`src/rtl/dmem_arbiter_pkg.sv`:
```
// rtl/dmem_arbiter_pkg.sv - shared constants and types for the data-memory arbiter
//
// Holds the data-memory map, the arbiter FSM state encoding and the master
// index constants used by dmem_arbiter. No ports.

package dmem_arbiter_pkg;

    // Memory map: bus address of data-memory word 0.
    localparam logic [31:0] DMEM_BASE_ADDR = 32'h0001_0000;

    // Master indices (also the encoding of the last-grant register).
    localparam logic M0_IDX = 1'b0;
    localparam logic M1_IDX = 1'b1;

    // Arbiter FSM state encoding.
    typedef enum logic [0:0] {
        ARB_S    = 1'b0,
        FORCE1_S = 1'b1
    } arb_state_t;

    // Bank-relative address of a bus address.
    function automatic logic [31:0] dmem_offset(input logic [31:0] addr,
                                                input logic [31:0] base);
        return addr - base;
    endfunction

endpackage

```
`src/rtl/dmem_arbiter.sv`:
```
// rtl/dmem_arbiter.sv - two-master arbiter in front of the byte-banked data memory
//
// Ports:
//   clk, rst_n                      clock, asynchronous active-low reset
//   m0_req/we/addr/wdata            CPU request (we=0000 is a read)
//   m0_gnt, m0_rvalid, m0_rdata     CPU grant and read return
//   m1_*                            loader/debug master, same set as m0
//   mem_we/addr/wdata, mem_rdata    bank port (address relative to BASE_ADDR,
//                                   read data one cycle after the address)
//   m0_starved                      one-cycle pulse when a forced m1 grant preempts m0
//
// Build option: DMEM_ARB_RR_EN selects round-robin arbitration instead of
// fixed priority with starvation forcing (m0_starved then tied to 0).

module dmem_arbiter
    import dmem_arbiter_pkg::*;
#(
    parameter logic [31:0] BASE_ADDR    = DMEM_BASE_ADDR,
    parameter logic [3:0]  STARVE_LIMIT = 4'd15
) (
    input  logic        clk,
    input  logic        rst_n,

    input  logic        m0_req,
    input  logic [3:0]  m0_we,
    input  logic [31:0] m0_addr,
    input  logic [31:0] m0_wdata,
    output logic        m0_gnt,
    output logic        m0_rvalid,
    output logic [31:0] m0_rdata,

    input  logic        m1_req,
    input  logic [3:0]  m1_we,
    input  logic [31:0] m1_addr,
    input  logic [31:0] m1_wdata,
    output logic        m1_gnt,
    output logic        m1_rvalid,
    output logic [31:0] m1_rdata,

    output logic [3:0]  mem_we,
    output logic [31:0] mem_addr,
    output logic [31:0] mem_wdata,
    input  logic [31:0] mem_rdata,

    output logic        m0_starved
);

    // Raw grant decisions; the outputs are these gated with rst_n so that
    // nothing leaves the block while reset is held.
    logic gnt0_c;
    logic gnt1_c;
    logic starved_c;

`ifdef DMEM_ARB_RR_EN

    // Round-robin: on a tie, the master not granted last wins. Resetting
    // the last-grant register to m1 lets m0 win the first tie.
    logic last_gnt;

    always_ff @(posedge clk or negedge rst_n) begin
        if (!rst_n) begin
            last_gnt <= M1_IDX;
        end else if (gnt0_c) begin
            last_gnt <= M0_IDX;
        end else if (gnt1_c) begin
            last_gnt <= M1_IDX;
        end
    end

    always_comb begin
        gnt0_c    = 1'b0;
        gnt1_c    = 1'b0;
        starved_c = 1'b0;
        if (m0_req && m1_req) begin
            if (last_gnt == M1_IDX) begin
                gnt0_c = 1'b1;
            end else begin
                gnt1_c = 1'b1;
            end
        end else if (m0_req) begin
            gnt0_c = 1'b1;
        end else if (m1_req) begin
            gnt1_c = 1'b1;
        end
    end

`else

    arb_state_t state;
    arb_state_t state_nxt;
    logic [3:0] starve_cnt;
    logic [3:0] starve_inc;
    logic       m1_waiting;

    assign m1_waiting = m1_req && !gnt1_c;
    // Saturating increment: the counter clamps at the limit.
    assign starve_inc = (starve_cnt == STARVE_LIMIT) ? starve_cnt : starve_cnt + 4'd1;

    always_ff @(posedge clk or negedge rst_n) begin
        if (!rst_n) begin
            starve_cnt <= 4'd0;
        end else if (m1_waiting) begin
            starve_cnt <= starve_inc;
        end else begin
            starve_cnt <= 4'd0;
        end
    end

    always_ff @(posedge clk or negedge rst_n) begin
        if (!rst_n) begin
            state <= ARB_S;
        end else begin
            state <= state_nxt;
        end
    end

    // The switch to FORCE1 is taken on the edge where the counter reaches
    // the limit, so the forced grant lands in the cycle the count shows it.
    always_comb begin
        state_nxt = state;
        case (state)
            ARB_S: begin
                if (m1_waiting && (starve_inc == STARVE_LIMIT)) begin
                    state_nxt = FORCE1_S;
                end
            end
            FORCE1_S: state_nxt = ARB_S;
            default:  state_nxt = ARB_S;
        endcase
    end

    // FORCE1 withholds m0 for one cycle even if m1 has dropped its request.
    always_comb begin
        gnt0_c    = 1'b0;
        gnt1_c    = 1'b0;
        starved_c = 1'b0;
        case (state)
            ARB_S: begin
                gnt0_c = m0_req;
                gnt1_c = !m0_req && m1_req;
            end
            FORCE1_S: begin
                gnt1_c    = m1_req;
                starved_c = m1_req && m0_req;
            end
            default: begin
                gnt0_c = 1'b0;
            end
        endcase
    end

`endif

    assign m0_gnt     = rst_n && gnt0_c;
    assign m1_gnt     = rst_n && gnt1_c;
    assign m0_starved = rst_n && starved_c;

    // Request steering to the banks.
    logic        any_gnt;
    logic [3:0]  sel_we;
    logic [31:0] sel_addr;
    logic [31:0] sel_wdata;
    logic        below_base;

    assign any_gnt = m0_gnt || m1_gnt;

    always_comb begin
        sel_we    = 4'd0;
        sel_addr  = 32'd0;
        sel_wdata = 32'd0;
        if (m0_gnt) begin
            sel_we    = m0_we;
            sel_addr  = m0_addr;
            sel_wdata = m0_wdata;
        end else if (m1_gnt) begin
            sel_we    = m1_we;
            sel_addr  = m1_addr;
            sel_wdata = m1_wdata;
        end
    end

    // Accesses below the data-memory window never write the banks and read
    // back as zero.
    assign below_base = sel_addr < BASE_ADDR;
    assign mem_we     = (any_gnt && !below_base) ? sel_we : 4'd0;
    assign mem_addr   = any_gnt ? dmem_offset(sel_addr, BASE_ADDR) : 32'd0;
    assign mem_wdata  = any_gnt ? sel_wdata : 32'd0;

    // Read-return steering: remember who issued last cycle's read and
    // whether it was outside the window, then route mem_rdata accordingly.
    logic rd_pend0;
    logic rd_pend1;
    logic rd_zero;

    always_ff @(posedge clk or negedge rst_n) begin
        if (!rst_n) begin
            rd_pend0 <= 1'b0;
            rd_pend1 <= 1'b0;
            rd_zero  <= 1'b0;
        end else begin
            rd_pend0 <= m0_gnt && (m0_we == 4'd0);
            rd_pend1 <= m1_gnt && (m1_we == 4'd0);
            rd_zero  <= below_base;
        end
    end

    logic [31:0] ret_data;
    assign ret_data = rd_zero ? 32'd0 : mem_rdata;

    assign m0_rvalid = rd_pend0;
    assign m1_rvalid = rd_pend1;
    assign m0_rdata  = rd_pend0 ? ret_data : 32'd0;
    assign m1_rdata  = rd_pend1 ? ret_data : 32'd0;

endmodule

```
`config.mk`:
```
export PLATFORM = sky130hd
export DESIGN_NAME = dmem_arbiter
export DESIGN_NICKNAME = d
export VERILOG_FILES = /design/src/rtl/dmem_arbiter_pkg.sv /design/src/rtl/dmem_arbiter.sv
export SDC_FILE = /design/constraint.sdc
export NUM_CORES = 1
export LEC_CHECK = 0
export ABC_CLOCK_PERIOD_IN_PS = 4400
export CAP_MARGIN = 20
export CELL_PAD_IN_SITES_DETAIL_PLACEMENT = 1
export CELL_PAD_IN_SITES_GLOBAL_PLACEMENT = 1
export CORE_UTILIZATION = 14
export DETAILED_ROUTE_END_ITERATION = 12
export PLACE_DENSITY = 0.91
export RECOVER_POWER = 25
export SETUP_SLACK_MARGIN = 0.1
export SLEW_MARGIN = 0
export SYNTH_ARGS = -nofsm -noshare
export SYNTH_HDL_FRONTEND = slang
export SYNTH_SLANG_ARGS = --single-unit
```
`constraint.sdc`:
```
create_clock -name clk -period 4.4 [get_ports clk]
set_clock_uncertainty 0.1 [all_clocks]
set_input_delay 0.88 -clock clk [delete_from_list [all_inputs] [get_ports clk]]
set_output_delay 0.88 -clock clk [all_outputs]
set_load 0.01 [all_outputs]
```
# --- Word level (Yosys, flattened, before mapping) ---
# Index checks and enable logic that the tools add are counted.
# W data, S select, Z words.
classes:
  n_addsub: 2
  order_cmp: 1
  n_eq_ne: 2
  muxes: 19
  bitwise_logic: 1
  n_reduce_logical: 16
ops:
  columns: ["op", "count"]
  rows:
  - ["$mux W32", 9]
  - ["$lt A32 B17 Y1 const B", 1]
  - ["$sub A32 B17 Y32 const B", 1]
  - ["$mux W4", 5]
  - ["$logic_and A1 B1 Y1", 10]
  - ["$eq A4 B4 Y1 const B", 2]
  - ["$logic_not A4 Y1", 2]
  - ["$add A4 B1 Y4 const B", 1]
  - ["$pmux W1 S2", 2]
  - ["$logic_not A1 Y1", 3]
  - ["$mux W1", 3]
  - ["$logic_or A1 B1 Y1", 1]
  - ["$not A1 Y1", 1]
word_totals:
  reg_bits: 8
  inputBits: 172
  output_inout_bits: 137
  elab_cells: 46

# --- Logic depth before layout (Yosys ltp) ---
# Gate-level depths: netlist (run 1).
logic_depth:
  ltp_word: 10
  depth_mapped: 13
  ltp_nobuf: 9

# --- Worst setup path before layout (run 1) ---
# OpenSTA, ideal clock, no wires.
synth_path:
  path_kind: "input -> output"
  from: "in m0_req"
  to: "out mem_addr[28]"
  arrival_time_ns: 2.757
  required_time_ns: 3.420
  setup_slack_ns: 0.663
  stages: 13
  cell_sequence: "buf_4 -> nand2b_1 -> buf_2 -> buf_1 -> nand3_1 -> nand2_1 -> nand2_1 -> ha_1 -> inv_1 -> a211o_1 -> buf_6 -> or4_1 -> nand2_1"
synth_between:
  elab_chain_cells: 8
  elab_cells_between_ends: 11
synth_lines:
  columns: ["element", "line_no", "rtl"]
  rows:
  - ["start: declaration", "dmem_arbiter.sv:24", "input logic m0_req,"]
  - ["$logic_not A1 Y1", "dmem_arbiter.sv:140", "gnt1_c = !m0_req && m1_req;"]
  - ["$logic_and A1 B1 Y1", "dmem_arbiter.sv:140", null]
  - ["$pmux W1 S2", "dmem_arbiter.sv:137", "case (state)"]
  - ["$logic_and A1 B1 Y1", "dmem_arbiter.sv:155", "assign m1_gnt = rst_n && gnt1_c;"]
  - ["$mux W32", "dmem_arbiter.sv:175", "end else if (m1_gnt) begin"]
  - ["$mux W32", "dmem_arbiter.sv:171", "if (m0_gnt) begin"]
  - ["$sub A32 B17 Y32", "dmem_arbiter_pkg.sv:24", "return addr - base;"]
  - ["$mux W32 (*)", "dmem_arbiter.sv:186", "assign mem_addr = any_gnt ? dmem_offset(sel_addr, BASE_ADDR) : 32'd0;"]
  - ["end: declaration", "dmem_arbiter.sv:41", "output logic [31:0] mem_addr,"]
# Every way passes the cells marked *; elsewhere a longest branch is shown, timed or not.

# --- Final worst setup path (run 1) ---
layout_path:
  from: "in m1_addr[24]"
  to: "out mem_we[2]"
layout_between:
  elab_chain_cells: 6
layout_lines:
  columns: ["element", "line_no", "rtl"]
  rows:
  - ["start: declaration", "dmem_arbiter.sv:34", "input logic [31:0] m1_addr,"]
  - ["$mux W32", "dmem_arbiter.sv:175", null]
  - ["$mux W32", "dmem_arbiter.sv:171", null]
  - ["$lt A32 B17 Y1", "dmem_arbiter.sv:184", "assign below_base = sel_addr < BASE_ADDR;"]
  - ["named net below_base", "dmem_arbiter.sv:163", "logic below_base;"]
  - ["$logic_not A1 Y1", "dmem_arbiter.sv:185", "assign mem_we = (any_gnt && !below_base) ? sel_we : 4'd0;"]
  - ["$logic_and A1 B1 Y1", "dmem_arbiter.sv:185", null]
  - ["$mux W4", "dmem_arbiter.sv:185", null]
  - ["end: declaration", "dmem_arbiter.sv:40", "output logic [3:0] mem_we,"]
# The timed path passes the listed nets, and every way through them passes these cells.

==> results of run 1 <==
-- where the power goes --
group          internal (mW)  switching (mW)
combinational          0.296           0.185
clock                  0.117          0.0348
sequential            0.0756         0.00173
total                  0.489           0.221
-- worst max-delay path, stage by stage --
cell,delay (ps)
sky130_fd_sc_hd__clkdlybuf4s50_1,430
sky130_fd_sc_hd__o41ai_2,390
sky130_fd_sc_hd__a221oi_2,130
sky130_fd_sc_hd__a211o_2,400
sky130_fd_sc_hd__buf_6,140
sky130_fd_sc_hd__nor4_4,230
sky130_fd_sc_hd__buf_6,150
sky130_fd_sc_hd__buf_4,120
sky130_fd_sc_hd__nor2_1,40
sky130_fd_sc_hd__dlygate4sd2_1,280
-- cells in the mapped netlist, types with 3 or more instances --
cell                        n  share of area (%)
sky130_fd_sc_hd__and2_1    64                 19
sky130_fd_sc_hd__a22o_1    48                 20
sky130_fd_sc_hd__nor2_1    26                4.5
sky130_fd_sc_hd__nand2_1   22                3.8
sky130_fd_sc_hd__clkbuf_1  21                3.7
sky130_fd_sc_hd__nand3_1   13                3.0
sky130_fd_sc_hd__a21oi_1   10                2.3
sky130_fd_sc_hd__o21ai_0    9                2.1
sky130_fd_sc_hd__dfrtp_1    8                9.3
sky130_fd_sc_hd__a22oi_1    7                2.4
sky130_fd_sc_hd__buf_1      5               0.87
sky130_fd_sc_hd__nand3b_1   5                1.7
sky130_fd_sc_hd__mux2i_1    4                1.9
sky130_fd_sc_hd__nor3_1     4               0.93
sky130_fd_sc_hd__nor4b_1    4                1.6
sky130_fd_sc_hd__xnor2_1    4                1.6
sky130_fd_sc_hd__a21o_1     3                1.0
sky130_fd_sc_hd__inv_1      3               0.52
sky130_fd_sc_hd__nor2b_1    3               0.87
sky130_fd_sc_hd__nor3b_1    3                1.0
sky130_fd_sc_hd__o22a_1     3                1.2
sky130_fd_sc_hd__o22ai_1    3               0.87
sky130_fd_sc_hd__or4_1      3                1.0
-- area by class of cell --
type	count	area, sq um	area share [%]
timing repair buffer	358	3485	59.02
tap	184	230.2	3.899
multi-input combinational	271	1899	32.17
clock buffer	3	75.07	1.271
inverter	4	15.01	0.2543
sequential	8	200.2	3.391
-- registers in the layout, summed over array words and instances (netlist names) --
register / flops
starve_cnt: 4
m0_rvalid: 1
rd_zero: 1
state: 1
m1_rvalid: 1
-- worst paths after layout --
kind                                      end  depth (start not counted)
worst max-delay path                mem_we[2]                         10
worst min-delay path                    state                          1
worst max register to register        rd_zero                         13
worst min register to register          state                          1
max in group asynchronous       starve_cnt[0]                          3
min in group asynchronous             rd_zero                          2
-- repair_timing --
action                                  4_1_cts  5_1_grt
pin swaps                                     2        7
resized for setup                            31       15
endpoints found under the setup margin       28       18
buffers inserted                              2        5
-- layer usage --
| metal | routed length [microns] | part of all wire, % | vias up |
|---|---|---|---|
| li1 | - | - | 1831 |
| met1 | 5628 | 40 | 1761 |
| met2 | 7481 | 53 | 174 |
| met3 | 915 | 6.5 | 10 |
| met4 | 102 | 0.72 | 0 |
| met5 | 0 | 0 | - |
-- through the flow --
stage,instance area [sq um],instances,utilization [%],setup TNS [ps],setup WS [ps]
6_report,5904,828,40.02,0,202.9
4_1_cts,5811,823,39.38,-105.2,-97.59
3_3_place_gp,5682,818,38.51,-1188,-159.3
2_1_floorplan,2147,313,-,0,663.4
3_5_place_dp,5682,818,38.51,-1645,-217.5
5_1_grt,5904,828,40.02,0,63.96
-- cell families (layout without fill, tap and decap cells) --
family / after synthesis / in the layout
AO/OA/AOI/OAI: 103 / 103
XOR/XNOR: 5 / 5
adder cells (fa/ha/maj): 2 / 2
buffers and inverters: 34 / 365
flip-flops: 8 / 8
multiplexers: 4 / 4
AND/OR/NAND/NOR: 157 / 157
==> summary.md, run 1 <==
| Metric | Value |
|---|---|
| Result of the run | `completed` |
| DRC | `0` |
| Number of top-level pins | `just over 300` |
| Mean Syn Cell Area | `6.860 sq um` |
| Number of flops mapped to enable cells by yosys | `0` |
| Path category of the worst min-delay check | `register to register` |
| Routed wire per std cell | `17.06 microns` |
| Reg2reg setup slack | `roughly 1800 ps` |
| Worst-path fanout max | `5` |
| Die outline area | `around 16000 sq um` |
| Leakage | `around 2.4 nW` |
| Setup repair after global routing missed its margin | `false` |
| Number of global-route vias before repair | `about 3800` |
| CTS sink count | `8` |
| Routed wire length | `14130 microns` |
| Met2 track demand over resource in global routing | `about a third` |
| Chip height | `~130 microns` |
| Post-synthesis share of cell area spent on xor and xnor gates | `slightly above 2%` |
| Hold Startpoint | `starve_cnt[3]` |
| Fraction of the mapped netlist area in adder cells | `1.166%` |
| Number of nets in the synthesized netlist | `487` |
| Data arrival time at the worst-slack endpoint | `roughly 3200 ps` |
| Count of input and output buffers | `roughly 300` |
| Proportion of layout cells with a drive suffix above 1 | `10.71%` |
| Power consumption | `approximately 0.71 mW` |
| Post-synthesis instance total | `313` |
| Floorplan Core Area | `between 10000 and 15000 sq um` |
| GR Layer Usage met3 | `~3.6%` |
| GR Layer Usage met1 | `about a fifth` |
| Type of origin of the critical path | `input port` |
| VDD IR-drop max | `about 0.000076 V` |
| Flop and latch count out of synthesis | `8` |
| Vias per inst | `between 4 and 5` |
| Reg-to-Reg Start | `state` |
| NumNets Final | `820` |
| Total vias in the final route | `3776` |
| Antenna Cells | `0` |
| Hold_buf cts | `0` |
| H-tree depth | `1` |
| TritonCTS buffer count | `3` |
| Main flop type after synthesis | `sky130_fd_sc_hd__dfrtp_1` |
| Setup-failing EPs final | `0` |
| Proportion of register bits with asynchronous set or reset after synthesis | `100.0%` |
| Leading cell types in the layout, fill and taps excluded | `sky130_fd_sc_hd__clkdlybuf4s50_1 (273), sky130_fd_sc_hd__and2_1 (58), sky130_fd_sc_hd__a22o_1 (48)` |
| Type of destination of the critical path | `output pin` |
| Number of antenna violations at the first check in global routing | `0` |
| Post-layout min period | `4197 ps` |
| Detailed Route Iter0 Violations | `between 150 and 200` |
| Sequential fraction of the synthesis area | `approximately a tenth` |
| Max cap viols | `0` |
| Final Hold Slack | `roughly 500 ps` |
| Compound-gate portion of the synthesized area | `a little under two fifths` |
| Fin. Hold Viols | `0` |
| Power per Cell Area | `120.3 nW/um^2` |
| Synthesis warning total | `0` |
| Leading cell type in the layout, fill and taps excluded | `sky130_fd_sc_hd__clkdlybuf4s50_1` |
| Initial cell density of the core | `~15%` |
| Maximum number of pins on one net before global-route repair | `57` |
| Startpoint-to-endpoint class of the critical path | `input port to output pin` |
| Share of synthesized area spent on multiplexers | `1.865%` |
| First-pass GRT wire length | `between 20000 and 25000 microns` |
| Post-synthesis share of cell area spent on and, or, nand and nor gates | `41.49%` |
| Chip width | `about 130 microns` |
| Detail Route Antenna Nets | `0` |
| Normalized max-slew margin | `between 50 and 60%` |
| Global route overflow | `0` |
| Final count of pins violating max slew | `0` |
| CTS tree | `done` |
| Crit. Startpoint | `m1_addr[24]` |
| Site Rows | `44` |
| Max Clock Freq | `between 200 and 250 MHz` |
| Clock Latency Late Sink | `~230 ps` |
| Estimated wirelength of the detail-placed design | `between 10000 and 15000 microns` |
| Global routing usage summed across all routing layers | `16.78%` |
| Maximum root-to-sink buffer count | `2` |
| Unique masters post-synth | `53` |
| Slew @ Worst Pin | `slightly below 700 ps` |
| Register clock-pin slew on the reported worst setup and hold paths | `40 ps` |
| Main combinational cell family by area after synthesis | `simple AND/OR/NAND/NOR gates` |
| Required time worst endpoint | `between 3000 and 4000 ps` |
| Gr busiest metal | `met2` |
| Number of iterations in the first detailed-routing pass | `5` |
| Final worst-path cycle share | `a little over nine tenths` |
| Total standard cell area after synthesis | `about 2100 sq um` |
| Synth-to-Final Area Change | `175.0%` |
| Routability congestion estimate from global placement | `0.8861` |
| Clock Root Buffer | `sky130_fd_sc_hd__clkbuf_16` |
| Number of fillers in the final layout | `between 1500 and 2000` |
Power figures use the tool's default switching activity.
==> inputs of run 2 (changes only) <==
--- a/config.mk
+++ b/config.mk
@@ -10,6 +10,7 @@
 export CELL_PAD_IN_SITES_DETAIL_PLACEMENT = 1
 export CELL_PAD_IN_SITES_GLOBAL_PLACEMENT = 1
 export CORE_UTILIZATION = 14
+export CTS_BUF_LIST = sky130_fd_sc_hd__clkbuf_16
 export DETAILED_ROUTE_END_ITERATION = 12
 export PLACE_DENSITY = 0.91
 export RECOVER_POWER = 25
==> results of run 2 <==
The final DEF is identical to that of run 1; final timing and power are the same.
==> inputs of run 3 (changes only) <==
--- a/config.mk
+++ b/config.mk
@@ -19,3 +19,4 @@
 export SYNTH_ARGS = -nofsm -noshare
 export SYNTH_HDL_FRONTEND = slang
 export SYNTH_SLANG_ARGS = --single-unit
+export TNS_END_PERCENT = 1
==> run 3 against run 2 <==
  * Global-route usage down 0.12 points
  * Sequential share of layout area about the same
  * First-iteration DRC count down 24%
  * Clock power about the same
  * Via count down 1.3%
  * Sequential power about the same
  * Utilization down 0.57 points
  * Critical path depth down 1
  * Design area down 1.4%
  * Count of clock-buffer cells in the layout unchanged
  * Power down 1.3%
  * Setup slack worse by 23 ps
  * Largest cell class unchanged
==> summary.md, run 3 (same netlist as run 1, synthesis figures left out) <==
| Metric | Value |
|---|---|
| Die outline area | `15840 sq um (unchanged)` |
| Power per Cell Area | `120.4 nW/um^2 (+0.11%)` |
| Number of iterations in the first detailed-routing pass | `4 (-1)` |
| Antenna Cells | `0 (unchanged)` |
| Critical-path cell list | `clkdlybuf4s50_1 > or3b_1 > o221a_1 > a211o_1 > buf_4 > nor4_4 > buf_6 > nor2_1 > dlygate4sd2_1` |
| Routability congestion estimate from global placement | `0.8861 (unchanged)` |
| Power dissipated by switching net loads | `0.2180 mW (-1.5%)` |
| Detailed Route Iter0 Violations | `125 (-24%)` |
| CTS tree | `done` |
| Type of destination of the critical path | `output pin` |
| CTS sink count | `8 (unchanged)` |
| Top register by number of flip-flops | `starve_cnt` |
| Floorplan Core Area | `14750 sq um (unchanged)` |
| TritonCTS buffer count | `3 (unchanged)` |
| Final count of pins violating max slew | `0 (unchanged)` |
| Setup-failing EPs final | `0 (unchanged)` |
| Hold Startpoint | `starve_cnt[3]` |
| Routed wire length | `13940 microns (-1.3%)` |
| Number of stages on the worst hold path | `1 (unchanged)` |
| Setup repair after global routing missed its margin | `true` |
| Endpoint with the worst hold slack | `state` |
| Required time worst endpoint | `3420 ps (about the same)` |
| Worst-path fanout max | `5 (unchanged)` |
| Crit path buffers/inverters | `4 (-1)` |
| Proportion of layout cells with a drive suffix above 1 | `9.576% (-1.1 points)` |
| Total vias in the final route | `3727 (-1.3%)` |
| Hold_buf cts | `0 (unchanged)` |
| Synth-to-Final Area Change | `171.1%` |
| Leading cell types in the layout, fill and taps excluded | `sky130_fd_sc_hd__clkdlybuf4s50_1 (276), sky130_fd_sc_hd__and2_1 (58), sky130_fd_sc_hd__a22o_1 (48)` |
| Final Hold Slack | `503.5 ps (-0.3610 ps)` |
| Internal portion of total power | `0.4827 mW (-1.2%)` |
| H-tree depth | `1 (unchanged)` |
| Result of the run | `completed` |
| Normalized max-slew margin | `54.96% (+0.18 points)` |
| Fin. Hold Viols | `0 (unchanged)` |
| Comb pwr share | `67.3% (-0.4 points)` |
| Site Rows | `44 (unchanged)` |
| Post-Route Utilization | `39.45% (-0.57 points)` |
| Final worst-path cycle share | `95.91% (+0.52 points)` |
| Leading cell type in the layout, fill and taps excluded | `sky130_fd_sc_hd__clkdlybuf4s50_1` |
| Startpoint-to-endpoint class of the critical path | `input port to output pin` |
| Initial cell density of the core | `14.55% (unchanged)` |
| Global routing usage summed across all routing layers | `16.66% (-0.12 points)` |
| Clock Latency Late Sink | `230 ps (about the same)` |
| Leakage | `2.351 nW (-2.8%)` |
| Number of global-route vias before repair | `3793 (-1.0%)` |
| Maximum root-to-sink buffer count | `2 (unchanged)` |
| Number of cells on the worst reg-to-reg path | `12 (-1)` |
| Slew @ Worst Pin | `674.2 ps (-2.678 ps)` |
| DRC | `0 (unchanged)` |
| Top cell family by delay on the critical path | `buffers and inverters` |
| First-pass GRT wire length | `20950 microns (-0.75%)` |
| Data arrival time at the worst-slack endpoint | `3240 ps (+20 ps)` |
| Count of input and output buffers | `308 (unchanged)` |
| Switching share of power | `31.11% (-0.048 points)` |
| Post-layout min period | `4220 ps (+23.09 ps)` |
| Maximum number of pins on one net before global-route repair | `57 (unchanged)` |
| Clock network power share | `21.6% (+0.2 points)` |
| Register clock-pin slew on the reported worst setup and hold paths | `40 ps (about the same)` |
| Type of origin of the critical path | `input port` |
| Buffers inserted during post-CTS setup optimization | `0 (-2)` |
| Max reg flops | `4 (unchanged)` |
| Estimated wirelength of the detail-placed design | `12100 microns (unchanged)` |
| Clock Root Buffer | `sky130_fd_sc_hd__clkbuf_16` |
| Global route overflow | `0 (unchanged)` |
| Reg2reg end | `rd_zero` |
| Max cap viols | `0 (unchanged)` |
| Reg2reg setup slack | `1960 ps (+190 ps)` |
| Routed wire per std cell | `16.98 microns (-0.50%)` |
| Max Clock Freq | `237.0 MHz (-0.55%)` |
| Chip height | `125.8 microns (unchanged)` |
| Vias per inst | `4.540 (-0.46%)` |
| Detail Route Antenna Nets | `0 (unchanged)` |
| Number of antenna violations at the first check in global routing | `0 (unchanged)` |
| NumNets Final | `813 (-0.85%)` |
| Path category of the worst min-delay check | `register to register` |
| VDD IR-drop max | `0.00007531 V (-0.40%)` |
| Chip width | `125.8 microns (unchanged)` |
| Reg-to-Reg Start | `state` |
| Critical-path top delay cell | `sky130_fd_sc_hd__clkdlybuf4s50_1` |
| Number of top-level pins | `309 (unchanged)` |
| Portion of total power attributed to sequential cells | `11.0% (about the same)` |
| Critical path's largest stage delay | `440 ps (about the same)` |
-- run 3: final cells by class --
type	instances	area [sq um]
Clock buffer	3	75.07
Timing Repair Buffer	351	3416
Tap cell	184	230.2
Sequential cell	8	200.2
Multi-Input combinational cell	271	1884
Fill cell	1741	8934
Inverter	4	15.01
-- run 3: layer usage --
layer  up-vias  GRT usage (%)  share of wire (%)
li1       1819              -                  -
met5         -              0                  0
met2       185          32.81                 53
met4         0          1.914               0.24
met3         4          3.483                6.9
met1      1719          18.68                 40
-- run 3: power groups by stage --
stage / registers [mW] / logic (mW) / clock network, mW
global placement: 0.0781 / 0.463 / 0
global route: 0.0776 / 0.503 / 0.159
detailed placement: 0.0782 / 0.470 / 0
finish: 0.0773 / 0.472 / 0.152
floorplan: 0.0780 / 0.147 / 0
CTS: 0.0773 / 0.469 / 0.154
-- run 3: worst register-to-register path, cell delays in order (launching register included) --
cell and delay, ps:
sky130_fd_sc_hd__dfrtp_1 560, sky130_fd_sc_hd__nor2b_1 120, sky130_fd_sc_hd__buf_4 180, sky130_fd_sc_hd__nand2_1 70
sky130_fd_sc_hd__nand2_1 70, sky130_fd_sc_hd__nand2_1 70, sky130_fd_sc_hd__ha_1 140, sky130_fd_sc_hd__inv_1 60
sky130_fd_sc_hd__a211o_1 310, sky130_fd_sc_hd__buf_4 160, sky130_fd_sc_hd__nor4_4 270, sky130_fd_sc_hd__buf_6 170
sky130_fd_sc_hd__buf_4 100
-- run 3: how the worst max path moves through the flow --
stage                           start      endpoint  slack [ps]  cells after the start
after floorplan                m0_req  mem_addr[28]         660                     13
after global placement         m0_req  mem_addr[26]        -160                      8
after detailed placement       m0_req  mem_addr[26]        -220                      8
after CTS                 m0_addr[20]  mem_addr[31]         -20                      8
after global routing           m0_req  mem_addr[25]           9                     10
final                     m0_addr[20]     mem_we[1]         180                      9
-- run 3: timing repair --
| item | 4_1_cts | 5_1_grt |
|---|---|---|
| pin swaps | 1 | 0 |
| resized for setup | 22 | 10 |
| setup endpoints to repair | 28 | 40 |
-- run 3: stage by stage --
stage | worst slack, ps | instances | TNS, ps | power, mW | area [sq um]
finish | 179.9 | 821 | 0 | 0.7007 | 5821
global route | 8.951 | 821 | 0 | 0.7393 | 5821
CTS | -23.75 | 821 | -23.75 | 0.7010 | 5779
detailed placement | -217.5 | 818 | -1645 | 0.5484 | 5682
global placement | -159.3 | 818 | -1188 | 0.5411 | 5682
floorplan | 663.4 | 313 | 0 | 0.2252 | 2147
